--- src/rtl/gpio_bram_arbiter_pkg.sv ---
// Shared definitions for the GPIO register-file arbiter: FSM encoding,
// requester ids and the read-latency counter width.
package gpio_bram_arbiter_pkg;

  typedef enum logic [1:0] {
    IDLE  = 2'd0,
    ISSUE = 2'd1,
    WAIT  = 2'd2,
    ACK   = 2'd3
  } arb_state_t;

  localparam logic REQ_M0 = 1'b0;
  localparam logic REQ_M1 = 1'b1;

  localparam int unsigned LAT_CNT_W = 4;

endpackage

--- src/rtl/gpio_rr_arb2.sv ---
// Two-way round-robin pick: a lone request wins outright, a tie goes to the
// requester that was not granted last.
module gpio_rr_arb2
  import gpio_bram_arbiter_pkg::*;
(
  input  logic [1:0] req,
  input  logic       last_gnt,
  output logic       gnt_valid,
  output logic       gnt_id
);

  always_comb begin
    gnt_valid = |req;
    case (req)
      2'b01:   gnt_id = REQ_M0;
      2'b10:   gnt_id = REQ_M1;
      2'b11:   gnt_id = ~last_gnt;
      default: gnt_id = REQ_M0;
    endcase
  end

endmodule

--- src/rtl/gpio_bram_arbiter.sv ---
// Serialises two requesters onto one register-file port: one-cycle strobes,
// fixed read latency, one-cycle ack carrying the captured read data.
module gpio_bram_arbiter
  import gpio_bram_arbiter_pkg::*;
#(
  parameter int unsigned ADDR_WIDTH = 32,
  parameter int unsigned DATA_WIDTH = 32,
  parameter int unsigned RD_LATENCY = 1
) (
  input  logic                  s_axi_aclk,
  input  logic                  s_axi_aresetn,
  input  logic                  m0_req,
  input  logic                  m0_we,
  input  logic [ADDR_WIDTH-1:0] m0_addr,
  input  logic [DATA_WIDTH-1:0] m0_wr_data,
  output logic                  m0_ack,
  output logic [DATA_WIDTH-1:0] m0_rd_data,
  input  logic                  m1_req,
  input  logic                  m1_we,
  input  logic [ADDR_WIDTH-1:0] m1_addr,
  input  logic [DATA_WIDTH-1:0] m1_wr_data,
  output logic                  m1_ack,
  output logic [DATA_WIDTH-1:0] m1_rd_data,
  output logic [ADDR_WIDTH-1:0] bram_addr,
  output logic [DATA_WIDTH-1:0] bram_wr_data,
  input  logic [DATA_WIDTH-1:0] bram_rd_data,
  output logic                  bram_en,
  output logic                  bram_we,
  output logic                  bram_re,
  output logic                  busy,
  output logic                  gnt_id
);

  localparam logic [LAT_CNT_W-1:0] LAT_INIT = LAT_CNT_W'(RD_LATENCY - 1);

  if (RD_LATENCY < 1 || RD_LATENCY > 15) begin : g_bad_latency
    $error("gpio_bram_arbiter: RD_LATENCY must be within 1..15");
  end

  arb_state_t             state;
  logic                   last_gnt;
  logic                   cur_we;
  logic [LAT_CNT_W-1:0]   lat_cnt;
  logic                   gnt_valid;
  logic                   pick_id;
  logic                   sel_we;
  logic [ADDR_WIDTH-1:0]  sel_addr;
  logic [DATA_WIDTH-1:0]  sel_wdata;

  gpio_rr_arb2 u_rr (
    .req       ({m1_req, m0_req}),
    .last_gnt  (last_gnt),
    .gnt_valid (gnt_valid),
    .gnt_id    (pick_id)
  );

  always_comb begin
    sel_we    = m0_we;
    sel_addr  = m0_addr;
    sel_wdata = m0_wr_data;
    if (pick_id == REQ_M1) begin
      sel_we    = m1_we;
      sel_addr  = m1_addr;
      sel_wdata = m1_wr_data;
    end
  end

  // Strobes and acks are single-cycle pulses: cleared every cycle unless
  // the current state explicitly raises them for the next one.
  always_ff @(posedge s_axi_aclk or negedge s_axi_aresetn) begin
    if (!s_axi_aresetn) begin
      state        <= IDLE;
      last_gnt     <= REQ_M1;
      cur_we       <= 1'b0;
      lat_cnt      <= '0;
      gnt_id       <= REQ_M0;
      busy         <= 1'b0;
      bram_addr    <= '0;
      bram_wr_data <= '0;
      bram_en      <= 1'b0;
      bram_we      <= 1'b0;
      bram_re      <= 1'b0;
      m0_ack       <= 1'b0;
      m1_ack       <= 1'b0;
      m0_rd_data   <= '0;
      m1_rd_data   <= '0;
    end else begin
      bram_en <= 1'b0;
      bram_we <= 1'b0;
      bram_re <= 1'b0;
      m0_ack  <= 1'b0;
      m1_ack  <= 1'b0;
      case (state)
        IDLE: begin
          if (gnt_valid) begin
            gnt_id       <= pick_id;
            last_gnt     <= pick_id;
            cur_we       <= sel_we;
            bram_addr    <= sel_addr;
            bram_wr_data <= sel_wdata;
            bram_en      <= 1'b1;
            bram_we      <= sel_we;
            bram_re      <= ~sel_we;
            busy         <= 1'b1;
            state        <= ISSUE;
          end
        end
        ISSUE: begin
          if (cur_we) begin
            if (gnt_id == REQ_M1) m1_ack <= 1'b1;
            else                  m0_ack <= 1'b1;
            state <= ACK;
          end else begin
            lat_cnt <= LAT_INIT;
            state   <= WAIT;
          end
        end
        WAIT: begin
          if (lat_cnt != '0) begin
            lat_cnt <= lat_cnt - 1'b1;
          end else begin
            if (gnt_id == REQ_M1) begin
              m1_rd_data <= bram_rd_data;
              m1_ack     <= 1'b1;
            end else begin
              m0_rd_data <= bram_rd_data;
              m0_ack     <= 1'b1;
            end
            state <= ACK;
          end
        end
        ACK: begin
          busy  <= 1'b0;
          state <= IDLE;
        end
        default: state <= IDLE;
      endcase
    end
  end

  a_strobe_excl: assert property (@(posedge s_axi_aclk) disable iff (!s_axi_aresetn)
                                  !(bram_we && bram_re))
    else $error("gpio_bram_arbiter: bram_we and bram_re asserted together");

endmodule

--- config.mk ---
export PLATFORM = sky130hd
export DESIGN_NAME = gpio_bram_arbiter
export DESIGN_NICKNAME = d
export VERILOG_FILES = /design/src/rtl/gpio_bram_arbiter_pkg.sv /design/src/rtl/gpio_rr_arb2.sv /design/src/rtl/gpio_bram_arbiter.sv
export SDC_FILE = /design/constraint.sdc
export NUM_CORES = 1
export LEC_CHECK = 0
export CAP_MARGIN = 0
export CELL_PAD_IN_SITES_DETAIL_PLACEMENT = 1
export CELL_PAD_IN_SITES_GLOBAL_PLACEMENT = 2
export CORE_MARGIN = 3
export CORE_UTILIZATION = 31
export DETAILED_ROUTE_END_ITERATION = 7
export DONT_BUFFER_PORTS = 1
export PLACE_DENSITY = 0.69
export SETUP_SLACK_MARGIN = 0.2
export SLEW_MARGIN = 10
export SYNTH_ARGS = -nofsm -noshare
export SYNTH_HDL_FRONTEND = slang
export SYNTH_SLANG_ARGS = --single-unit
--- constraint.sdc ---
create_clock -name s_axi_aclk -period 2.6 [get_ports s_axi_aclk]
set_input_delay 0.13 -clock s_axi_aclk [delete_from_list [all_inputs] [get_ports s_axi_aclk]]
set_output_delay 0.13 -clock s_axi_aclk [all_outputs]
set_load 0.1 [all_outputs]
==> reports/qor.yml, run 1 <==
run_status:
  outcome: "did not finish"
  stop_stage: "clock tree synthesis"
  error: "[ERROR RSZ-0060] Max buffer count reached."
logic_synthesis:
  yosys.area.top_type: "dfrtp_1"
  synth_nets: 660
  ys_top_cells_by_count: "dfrtp_1, nand2_1, o21ai_0"
  synth_top_area_share_pct: 58.5
  yosysSeqAreaShare_pct: 59.0
  yosysWarnings: 0
  synth_area_mm2: 0.00607
  synthArstFlopShare_pct: 100
  synth_ff_type: "dfrtp_1"
  postSynthAreaPerCell_um2: 12.5
  synth_seq_cells: 143
  synth_edf_count: 0
  syn_inst: 487
  synth_area_leaders: "dfrtp_1, mux2_2, mux2i_1"
  synth_cell_types: 33
  yosysMostFrequentCell: "dfrtp_1"
clocking:
  cts_resized: 0
  clk_path_buf_depth: 2
  cts_sinks: 143
  cts_buffers: 17
  hold_buffers: 165
  root_buffer: "clkbuf_16"
  post_cts_buffers: 0
  htreeDepth: 4
floorplan:
  rows: 50
  die_h_um: 146
  initial_utilization_pct: 32.0
  io_pins: 301
  die_x_um: 146
placed_design:
  gp_congestion: 0.754
  io_buffers: 0
  dp_hpwl_um: 12000
==> logic make-up after synthesis <==
kind of cell | share of synthesized area, %
compound gates | 7.48
fa+ha+maj | 1.44
buf+inv | 3.05
flops | 59.0
mux | 22.9
simple gates | 6.14
==> metrics by stage <==
| step | utilization [%] | setup slack (ps) | area [µm²] | cells |
|---|---|---|---|---|
| floorplan | - | 716 | 6070 | 487 |
| global placement | 36.1 | 611 | 6840 | 790 |
| detailed placement | 36.1 | 497 | 6840 | 790 |
==> run 2: changes to the inputs <==
--- a/config.mk
+++ b/config.mk
@@ -6,14 +6,11 @@
 export NUM_CORES = 1
 export LEC_CHECK = 0
 export CAP_MARGIN = 0
-export CELL_PAD_IN_SITES_DETAIL_PLACEMENT = 1
-export CELL_PAD_IN_SITES_GLOBAL_PLACEMENT = 2
 export CORE_MARGIN = 3
-export CORE_UTILIZATION = 31
+export CORE_UTILIZATION = 20
 export DETAILED_ROUTE_END_ITERATION = 7
 export DONT_BUFFER_PORTS = 1
-export PLACE_DENSITY = 0.69
-export SETUP_SLACK_MARGIN = 0.2
+export PLACE_DENSITY_LB_ADDON = 0.15
 export SLEW_MARGIN = 10
 export SYNTH_ARGS = -nofsm -noshare
 export SYNTH_HDL_FRONTEND = slang
==> reports/qor.yml, run 2 <==
timing:
  fin_setup_tns_ps: 0
  hold_violations: 143
  finalClockSkew_ps: 11.3
  slew_headroom_pct: 36.1
  period_share_pct: 82.5
  setup_violations: 0
  finalMaxSlewViolations: 0
  worst_slew_pin_slew_ps: 960
  period_needed_ps: 2150
  max_freq_mhz: 466
  worst_hold_slack_ps: -585
  rsz0062_at_grt: "false"
clocking:
  cts_tree: "yes"
  htreeDepth: 4
  cts_sinks: 143
  clock_latency_ps: 410
  clk_pin_slew_ps: 60
  hold_buffers: 163
  root_buffer: "clkbuf_16"
  cts_buffers: 17
  clk_path_buf_depth: 2
routing:
  routed_wirelength_um: 18100
  ant_nets: 0
  via_count: 4594
  viasPerCell: 4.12
  first_pass_iters: 4
  drtIter0Drc: 121
  route.detailed.drc: 0
  avgRoutedWirePerCell_um: 16.2
worst_setup_path:
  end_kind: "register"
  crit_type: "register to register"
  slowest_delay_ps: 600
  worst-path-buf-inv: 2
  crit_family: "buffers and inverters"
  crit_fanout: 25
  path_cells: "a21boi_4, buf_4, mux2i_1, dlygate4sd3_1, o21ai_0"
  cp-start-kind: "register"
  cp_slowest_cell: "dlygate4sd3_1"
  critPathArrivalTime_ps: 2420
  cp.required_ps: 2870
placed_design:
  gp_congestion: 0.725
  io_buffers: 0
  dp_hpwl_um: 11900
run:
  maxCapViolations: 0
hold_path:
  hp-class: "input pin to async pin"
logic_synthesis:
  synth_edf_count: 0
  yosysWarnings: 0
  synth_area_mm2: 0.00607
  ys_top_cells_by_count: "dfrtp_1, nand2_1, o21ai_0"
  yosysMostFrequentCell: "dfrtp_1"
  postSynthAreaPerCell_um2: 12.5
  synthArstFlopShare_pct: 100
  yosysSeqAreaShare_pct: 59.0
  synth_ff_type: "dfrtp_1"
  synth_area_leaders: "dfrtp_1, mux2_2, mux2i_1"
  yosys.area.top_type: "dfrtp_1"
  synth_cell_types: 33
  synth_top_area_share_pct: 58.5
  synth_nets: 660
  synth_seq_cells: 143
  syn_inst: 487
cells_and_area:
  layout_common_cells: "dlygate4sd3_1, dfrtp_1, o21ai_0, nand2_1, buf_4"
  nets: 886
  nFillCells: 2974
  area_growth_pct: 52.7
  final_common_cell: "dlygate4sd3_1"
  antenna_cells: 0
  layout-drive-gt1-share_pct: 23.7
grt:
  grt_max_degree: 144
  grt-ovfl-total: 0
  antenna_found_initial: 0
  grt_usage_pct: 11.1
  grt_pass1_wl_um: 28700
  grt_pass1_vias: 4976
floorplan:
  initial_utilization_pct: 20.4
  io_pins: 301
  die_h_um: 180
  dieArea_mm2: 0.0325
  die_x_um: 180
  rows: 63
  placeableCoreArea_mm2: 0.0298
run_status:
  violations: "hold timing"
  outcome: "finished with violations"
[run 2: repair_timing]
item                                   4_1_cts  5_1_grt
gates resized for setup                      0        0
setup buffers                                0        0
endpoints found under the hold margin      273      143
[run 2: per-layer routing]
| metal | up-vias | global-route usage, % | wire length (µm) |
|---|---|---|---|
| met3 | 14 | 4.62 | 1970 |
| met1 | 2173 | 13.4 | 7510 |
| met5 | - | 0 | 0 |
| li1 | 2151 | - | - |
| met2 | 256 | 18.0 | 8360 |
| met4 | 0 | 3.68 | 248 |
[run 2: area by class of cell]
type / instances / area (µm²) / area share, %
Sequential cell: 143 / 3580 / 38.6
Timing Repair Buffer: 235 / 2220 / 24.0
Inverter: 8 / 30.0 / 0.324
Clock inverter: 13 / 180 / 1.94
Tap cell: 390 / 488 / 5.26
Multi-Input combinational cell: 308 / 2330 / 25.1
Clock buffer: 19 / 443 / 4.78
[run 2: through the flow]
stage	std cells	area (µm²)	setup WS [ps]	utilization (%)	hold slack, ps
5_1_grt	1116	9270	345	31.1	-616
3_5_place_dp	921	7020	584	23.6	-162
6_report	1116	9270	455	31.1	-585
4_1_cts	1116	9270	463	31.1	-617
2_1_floorplan	487	6070	716	-	-166
3_3_place_gp	921	7020	647	23.6	-161
[run 2: kinds of logic after synthesis]
kind of cell	synth area share, %
multiplexers	22.9
buffers and inverters	3.05
AO/OA/AOI/OAI	7.48
adder cells (fa/ha/maj)	1.44
flip-flops	59.0
AND/OR/NAND/NOR	6.14
[run 2: final timing paths]
path / start / to / slack (ps) / cells after the start
worst max-delay path: last_gnt$_DFFE_PN1P_ / bram_wr_data[23]$_DFFE_PN0P_ / 450 / 5
worst min-delay path: s_axi_aresetn / m1_rd_data[5]$_DFFE_PN0P_ / -580 / 0
worst max register to register: last_gnt$_DFFE_PN1P_ / bram_wr_data[23]$_DFFE_PN0P_ / 450 / 5
max in group asynchronous: s_axi_aresetn / bram_addr[21]$_DFFE_PN0P_ / 2870 / 0
worst min register to register: bram_addr[22]$_DFFE_PN0P_ / bram_addr[22]$_DFFE_PN0P_ / 480 / 2
min in group s_axi_aclk: m0_we / bram_we$_DFF_PN0_ / 10 / 2
Power of run 2 is not shown: default switching activity piles up to over one toggle a cycle in this logic, so the estimate is an artifact.
